### config.mk
export PLATFORM = sky130hd
export DESIGN_NAME = caravel_reset_seq
export DESIGN_NICKNAME = d
export VERILOG_FILES = /design/src/rtl/caravel_reset_seq.sv
export SDC_FILE = /design/constraint.sdc
export NUM_CORES = 1
export LEC_CHECK = 0
export BUFFER_PORTS_ARGS = -buffer_cell sky130_fd_sc_hd__clkbuf_2
export CELL_PAD_IN_SITES_DETAIL_PLACEMENT = 1
export CELL_PAD_IN_SITES_GLOBAL_PLACEMENT = 2
export CORE_MARGIN = 2
export CORE_UTILIZATION = 33
export DETAILED_ROUTE_END_ITERATION = 7
export GPL_ROUTABILITY_DRIVEN = 0
export PLACE_DENSITY = 0.83
export SKIP_LAST_GASP = 1
export SLEW_MARGIN = 20
export SYNTH_ARGS = -nofsm -noshare
export SYNTH_HDL_FRONTEND = slang
export SYNTH_SLANG_ARGS = --single-unit
### constraint.sdc
create_clock -name ext_clk -period 2.7 [get_ports ext_clk]
set_clock_uncertainty 0.15 [all_clocks]
set_input_delay 0.27 -clock ext_clk [delete_from_list [all_inputs] [get_ports ext_clk]]
set_output_delay 0.27 -clock ext_clk [all_outputs]
set_load 0.005 [all_outputs]
### src/rtl/caravel_reset_seq.sv
// Power-on reset sequencer: releases NUM_DOM active-low domain resets in order,
// then services per-domain soft-reset requests (lowest index first).
//
// state   | meaning
// ASSERT  | all domains held in reset, waiting for resetb_sync
// WAIT    | counting down the inter-domain gap
// RELEASE | releasing domain idx at the end of this cycle
// DONE    | all domains released, idle or picking the next soft request
// SOFT    | holding one domain in reset for hold_cycles+1 cycles
module caravel_reset_seq #(
    parameter int NUM_DOM = 4,
    parameter int DLY_W   = 8
) (
    input  logic               ext_clk,
    input  logic               reset,
    input  logic               resetb_sync,
    input  logic [DLY_W-1:0]   stage_delay,
    input  logic [DLY_W-1:0]   hold_cycles,
    input  logic [NUM_DOM-1:0] soft_rst_req,
    output logic [NUM_DOM-1:0] rst_n_dom,
    output logic [NUM_DOM-1:0] soft_rst_ack,
    output logic               seq_busy,
    output logic               seq_done
);

    localparam int IDX_W = (NUM_DOM > 1) ? $clog2(NUM_DOM) : 1;
    localparam logic [IDX_W-1:0] LAST_IDX = IDX_W'(NUM_DOM - 1);

    typedef enum logic [2:0] {
        ST_ASSERT  = 3'd0,
        ST_WAIT    = 3'd1,
        ST_RELEASE = 3'd2,
        ST_DONE    = 3'd3,
        ST_SOFT    = 3'd4
    } state_t;

    state_t             state_q, state_d;
    logic [DLY_W-1:0]   cnt_q, cnt_d;
    logic [IDX_W-1:0]   idx_q, idx_d;
    logic [IDX_W-1:0]   sidx_q, sidx_d;
    logic [NUM_DOM-1:0] pend_q, pend_d;
    logic [NUM_DOM-1:0] rst_n_q, rst_n_d;
    logic [NUM_DOM-1:0] ack_q, ack_d;
    logic               busy_q, busy_d;
    logic               done_q, done_d;

    logic [NUM_DOM-1:0] pend_eff;
    logic [IDX_W-1:0]   low_idx;
    logic               low_vld;

    always_ff @(posedge ext_clk) begin
        if (reset) begin
            state_q <= ST_ASSERT;
            cnt_q   <= '0;
            idx_q   <= '0;
            sidx_q  <= '0;
            pend_q  <= '0;
            rst_n_q <= '0;
            ack_q   <= '0;
            busy_q  <= 1'b1;
            done_q  <= 1'b0;
        end else begin
            state_q <= state_d;
            cnt_q   <= cnt_d;
            idx_q   <= idx_d;
            sidx_q  <= sidx_d;
            pend_q  <= pend_d;
            rst_n_q <= rst_n_d;
            ack_q   <= ack_d;
            busy_q  <= busy_d;
            done_q  <= done_d;
        end
    end

    // Requests seen this cycle are eligible immediately, so DONE never drops one.
    always_comb begin
        pend_eff = pend_q | soft_rst_req;
        low_idx  = '0;
        low_vld  = 1'b0;
        for (int k = NUM_DOM - 1; k >= 0; k--) begin
            if (pend_eff[k]) begin
                low_idx = IDX_W'(k);
                low_vld = 1'b1;
            end
        end
    end

    always_comb begin
        state_d = state_q;
        cnt_d   = cnt_q;
        idx_d   = idx_q;
        sidx_d  = sidx_q;
        pend_d  = pend_eff;
        if (!resetb_sync) begin
            state_d = ST_ASSERT;
            cnt_d   = '0;
            idx_d   = '0;
            pend_d  = '0;
        end else begin
            case (state_q)
                ST_ASSERT: begin
                    idx_d = '0;
                    if (stage_delay == '0) begin
                        state_d = ST_RELEASE;
                    end else begin
                        state_d = ST_WAIT;
                        cnt_d   = stage_delay;
                    end
                end
                // The RELEASE cycle is the last of each stage_delay+1 interval.
                ST_WAIT: begin
                    if (cnt_q <= DLY_W'(1)) begin
                        cnt_d   = '0;
                        state_d = ST_RELEASE;
                    end else begin
                        cnt_d = cnt_q - DLY_W'(1);
                    end
                end
                ST_RELEASE: begin
                    idx_d = idx_q + IDX_W'(1);
                    if (idx_q == LAST_IDX) begin
                        state_d = ST_DONE;
                    end else if (stage_delay == '0) begin
                        state_d = ST_RELEASE;
                    end else begin
                        state_d = ST_WAIT;
                        cnt_d   = stage_delay;
                    end
                end
                ST_DONE: begin
                    if (low_vld) begin
                        state_d         = ST_SOFT;
                        sidx_d          = low_idx;
                        pend_d[low_idx] = 1'b0;
                        cnt_d           = hold_cycles;
                    end
                end
                ST_SOFT: begin
                    if (cnt_q == '0) begin
                        state_d = ST_DONE;
                    end else begin
                        cnt_d = cnt_q - DLY_W'(1);
                    end
                end
                default: state_d = ST_ASSERT;
            endcase
        end
    end

    always_comb begin
        rst_n_d = rst_n_q;
        ack_d   = '0;
        if (!resetb_sync) begin
            rst_n_d = '0;
        end else begin
            case (state_q)
                ST_ASSERT:  rst_n_d = '0;
                ST_RELEASE: rst_n_d[idx_q] = 1'b1;
                ST_DONE: begin
                    if (state_d == ST_SOFT) rst_n_d[low_idx] = 1'b0;
                end
                ST_SOFT: begin
                    if (state_d == ST_DONE) begin
                        rst_n_d[sidx_q] = 1'b1;
                        ack_d[sidx_q]   = 1'b1;
                    end
                end
                default: ;
            endcase
        end
        busy_d = (state_d == ST_ASSERT) || (state_d == ST_WAIT) || (state_d == ST_SOFT);
        done_d = (state_d == ST_DONE);
    end

    assign rst_n_dom    = rst_n_q;
    assign soft_rst_ack = ack_q;
    assign seq_busy     = busy_q;
    assign seq_done     = done_q;

endmodule

# Word level (Yosys, flattened, before mapping)
# Index checks and enable logic that the tools add are counted.
[totals]
register_bits = 29
in_bits = 23
out_inout_bits = 10
wordCells = 90
[op_classes]
add_sub_neg = 2
order_cmp = 7
n_eq_ne = 13
muxes = 33
n_bitwise = 9
reduce_logical = 17
[ops]
columns = ["operator", "n"]
rows = [
  ["2-to-1 mux 8 bit", 5],
  ["case mux 8 bit (5 select lines)", 1],
  ["logical NOT 8 bit", 2],
  ["2-to-1 mux 4 bit", 4],
  ["case mux 4 bit (4 select lines)", 1],
  ["2-to-1 mux 3 bit", 5],
  ["case mux 3 bit (5 select lines)", 1],
  ["bitwise OR 4 bit", 3],
  ["2-to-1 mux 2 bit", 5],
  ["inequality test 2 bit, second input constant", 5],
  ["equality test 3 x 2 -> 1 bit, second input constant", 3],
  ["less-than comparator 2 x 3 -> 1 bit, second input constant", 3],
  ["bitwise AND 4 bit", 2],
  ["<= comparator 8 x 1 -> 1 bit, second input constant", 1],
  ["subtractor 8 x 1 -> 8 bit, second input constant", 1],
  ["2-to-1 mux 1 bit", 7],
  ["demux 1 bit (select 2 bit)", 3],
  ["equality test 3 x 1 -> 1 bit, second input constant", 2],
  ["equality test 3 bit, second input constant", 2],
  [">= comparator 2 x 1 -> 1 bit, second input constant", 3],
  ["logical NOT 3 bit", 2],
  ["AND reduction 3 bit", 2],
  ["nonzero test 5 bit", 1],
  ["inverter 4 bit", 1],
  ["11 further kinds", 16],
]

# Depth between registers and ports, before layout
[logic_depth]
depth_word = 13
mapped_depth = 8
depth_no_buf = 7

# Least setup slack after synthesis
# No wires, ideal clock.
[synth_timing]
path_kind = "flip-flop to flip-flop"
start = "reg cnt_q[2]"
end = "reg cnt_q[6]"
setup_ps = 119
arrival_ps = 1847
required_time_ps = 2431
path_slack_ps = 584
stages_incl_launch_ff = 7
n_path_buf = 1
synth_period_minus_slack_ps = 2116
cell_sequence = "dfxtp_1 -> buf_6 -> or4_4 -> or4b_4 -> o221ai_2 -> a41oi_2 -> o221a_1"
[synth_via]
elab_chain_cells = 3
elab_cells_between_ends = 8
classes_between = "add/sub (1); order compare (1); eq/ne (1); mux (3); reduce/logical (2)"
[synth_lines]
columns = ["item", "line_no", "rtl"]
rows = [
  ["start: declaration", "38", "logic [DLY_W-1:0] cnt_q, cnt_d;"],
  ["start signal: assignment", "64", "cnt_q <= cnt_d;"],
  ["subtractor 8 x 1 -> 8 bit (tied with other cells)", "116, 142", ""],
  ["2-to-1 mux 8 bit (tied with other cells)", "139", "if (cnt_q == '0) begin"],
  ["case mux 8 bit (5 select lines) / AND reduction 4 bit (equally long branches)", "-", ""],
]
# Several ways; a longest one is shown, not always the timed one. The select of a mux whose other input is x is not followed.
# A chain may end at the register's enable or synchronous reset.

# Worst setup path in the final report
[layout_timing]
start = "reg cnt_q[2]"
end = "reg cnt_q[2]"
[layout_via]
elab_chain_cells = 3
elab_cells_between_ends = 10
classes_between = "add/sub (1); order compare (1); eq/ne (1); mux (5); reduce/logical (2)"
[layout_lines]
columns = ["item", "line_no"]
rows = [
  ["subtractor 8 x 1 -> 8 bit (tied with other cells)", "116, 142"],
  ["2-to-1 mux 8 bit (tied with other cells)", "139"],
  ["case mux 8 bit (5 select lines) / AND reduction 4 bit (equally long branches)", "-"],
]
# Several ways; a longest one is shown, not always the timed one. The select of a mux whose other input is x is not followed.

==> results.md <==
- Status: complete, no violations
- Final setup violation count: 0
- Commonest non-fill, non-tap cell in the layout: clkbuf_2
- Die Y: 79.5 microns
- Max Cap Viol: 0
- Cell variety after synth: 61
- Total Power: about 1000 uW
- Hold WS: 36.1 ps
- Largest net degree at the start of global routing: 18
- Seq cells post-synth: 29
- FF-to-FF setup slack: 400 ps
- Setup bufs post-CTS: 0
- Port bufs: 32
- Num Clock Sinks: 29
- EDFF count, synth: 0
- FP Rows: 27
- Leakage: 0.000856 uW
- Diodes inserted: 0
- Setup crit start kind: flop
- H-Tree Depth: 2
- Total track usage: 0.198
- Top cell type's share of synthesized area: 0.308
- Synth Cell Area: roughly 0.0019 sq mm
- Hold_buf cts: 0
- Critical path's slowest cell: or4_4
- Filler instances: roughly 700
- Max-slew headroom: 0.516
- Setup_tns: 0 ps
- DR vias: 1943
- Core Util, Final: 0.406
- Total core area: 0.00551 sq mm
- Slowest stage delay, CP: 570 ps
- Final worst slack: 398 ps
- Tmin final: 2300 ps
- Final Hold Fails: 0
- Final period util: 0.853
- Vias per cell: roughly 5.7
- DR iter-0 viols: approximately 110
- Max FO, Critical Path: 8
- R2r worst-path depth: 5
- DRT Wirelength: a little under 6000 microns
- First-pass GRT wire length: slightly below 10000 microns
- Drt wl/cell: 17.1 microns
- HPWL Detailed: 4390 microns
- Cells along the critical path: or4_4 -> nor4_1 -> nor3_1 -> o311ai_0 -> o31ai_1
- Critical Path Sink Type: flop
- Total grt overflow: 0
- Sequential area share after synthesis: 0.308
- Hold Crit Depth: 2
- CTS-repair resized insts: 0
- Crit path max-delay family: simple AND/OR/NAND/NOR gates
- Post-Synthesis Cells: 230
- Nets: 297
- FF-to-FF End: cnt_q[2]$_SDFFE_PP0P_
- Pwr Density: 448 mW/mm^2
- CTS tree: yes
- Clock buffer depth: 2
- Critical path launch point: cnt_q[2]$_SDFFE_PP0P_
- Clk_lat worst skew: slightly below 300 ps
- Clock-pin slew on the worst setup and hold paths: approximately 70 ps
- CTS buffer count: 5
- DRC violations left: 0
- R2r startpoint: cnt_q[2]$_SDFFE_PP0P_
- Vias in the first global route: 1985
- Share of cells above drive strength 1: 0.236
- CP bufs+invs: 0
- First drt pass iteration count: 4
- FMAX: between 400 and 500 MHz
- Die Wd: 79.5 microns
- Unrepaired setup endpoints after global routing: false
- Stages on the worst setup path: 5
- Slew Limit Fails: 0
- Asr flop ratio synth: 0
- Die footprint: 0.00633 sq mm
- Avg Cell Area, Syn: 8.19 sq um
- Worst min path class: input port to flop
- Tightest Pin Transition: 727 ps
- CP Class: flop to flop
- Crit path arrival time: between 2000 and 2500 ps
- YS warnings: 0
- Commonest non-fill, non-tap cells in the layout: 32 x clkbuf_2, 29 x dfxtp_1, 22 x nor2_1
- Initial Utilization: 0.342
- Critical Path Sink: cnt_q[2]$_SDFFE_PP0P_
- Synth area leaders: dfxtp_1 31%, ha_1 4.7%, nor2_1 4.4%
- Root Buffer: clkbuf_8
- Yosys top cell by area: dfxtp_1
- Dpl ws: 425 ps
- Post-route ant nets: 0
- Initial antenna violation count: 0
- Synth Flop Type: dfxtp_1
- Area Overhead vs Synth: 18.9%
- IO Pins: 33
- Worst endpoint required time: 2700 ps
- Syn Nets: 260
- Maximum vdd drop: approximately 190 uV
[cells in the mapped netlist, drive strengths merged, types with 5 or more instances]
| cell type | count |
|---|---|
| ha | 7 |
| inv | 8 |
| buf | 12 |
| nand2 | 18 |
| dfxtp | 29 |
| a31oi | 5 |
| nor3 | 9 |
| nand3 | 5 |
| a211oi | 6 |
| a21oi | 13 |
| nor4 | 8 |
| o21ai | 11 |
| nor2 | 22 |
| o31ai | 6 |
| nand4 | 6 |
[flip-flops by register name, summed over array words and instances (netlist names)]
register / cells
pend_q: 4
idx_q: 2
soft_rst_ack: 4
sidx_q: 2
cnt_q: 8
seq_busy: 1
state_q: 3
rst_n_dom: 4
seq_done: 1
[area by class of cell]
| class | count | area, sq um | share of cell area |
|---|---|---|---|
| inverter | 8 | 30.0 | 0.0134 |
| sequential | 29 | 581 | 0.259 |
| tap | 72 | 90.1 | 0.0402 |
| multi-input combinational | 178 | 1190 | 0.533 |
| timing repair buffer | 45 | 258 | 0.115 |
| clock buffer | 7 | 86.3 | 0.0386 |
[report_power, final]
group | switching, uW | leakage (uW) | internal, uW | total [uW]
clock | 171 | 0.0000443 | 202 | 373
sequential | 18.7 | 0.000236 | 440 | 459
combinational | 96.5 | 0.000576 | 73.9 | 170
total | 286 | 0.000856 | 716 | 1000
[logic make-up after synthesis]
group           count (synthesis)  share of synthesized area
compound gates                 72                      0.283
fa+ha+maj                       7                     0.0465
xor+xnor                        4                     0.0186
simple gates                   94                      0.280
flops                          29                      0.308
buf+inv                        23                     0.0578
mux                             1                    0.00532
[worst min-delay path by stage]
stage	start	to	slack, ps
global route	reset	sidx_q[0]$_SDFFE_PP0P_	50
finish	reset	sidx_q[0]$_SDFFE_PP0P_	40
CTS	reset	sidx_q[0]$_SDFFE_PP0P_	40
detailed placement	rst_n_dom[1]$_SDFFE_PP0P_	rst_n_dom[1]$_SDFFE_PP0P_	330
global placement	rst_n_dom[1]$_SDFFE_PP0P_	rst_n_dom[1]$_SDFFE_PP0P_	310
floorplan	reset	sidx_q[1]$_SDFFE_PP0P_	190
[through the flow]
step                      cells  area (sq um)
after CTS                   339          2240
after global placement      332          2150
after detailed placement    332          2150
final                       339          2240
after floorplan             230          1880
after global routing        339          2240
[layer usage]
layer	up-vias	part of all wire	GRT usage
met3	5	0.038	0.0339
li1	953	-	-
met2	38	0.45	0.318
met5	-	0	0
met4	0	0.014	0.0759
met1	947	0.50	0.263
Power figures use the tool's default switching activity.
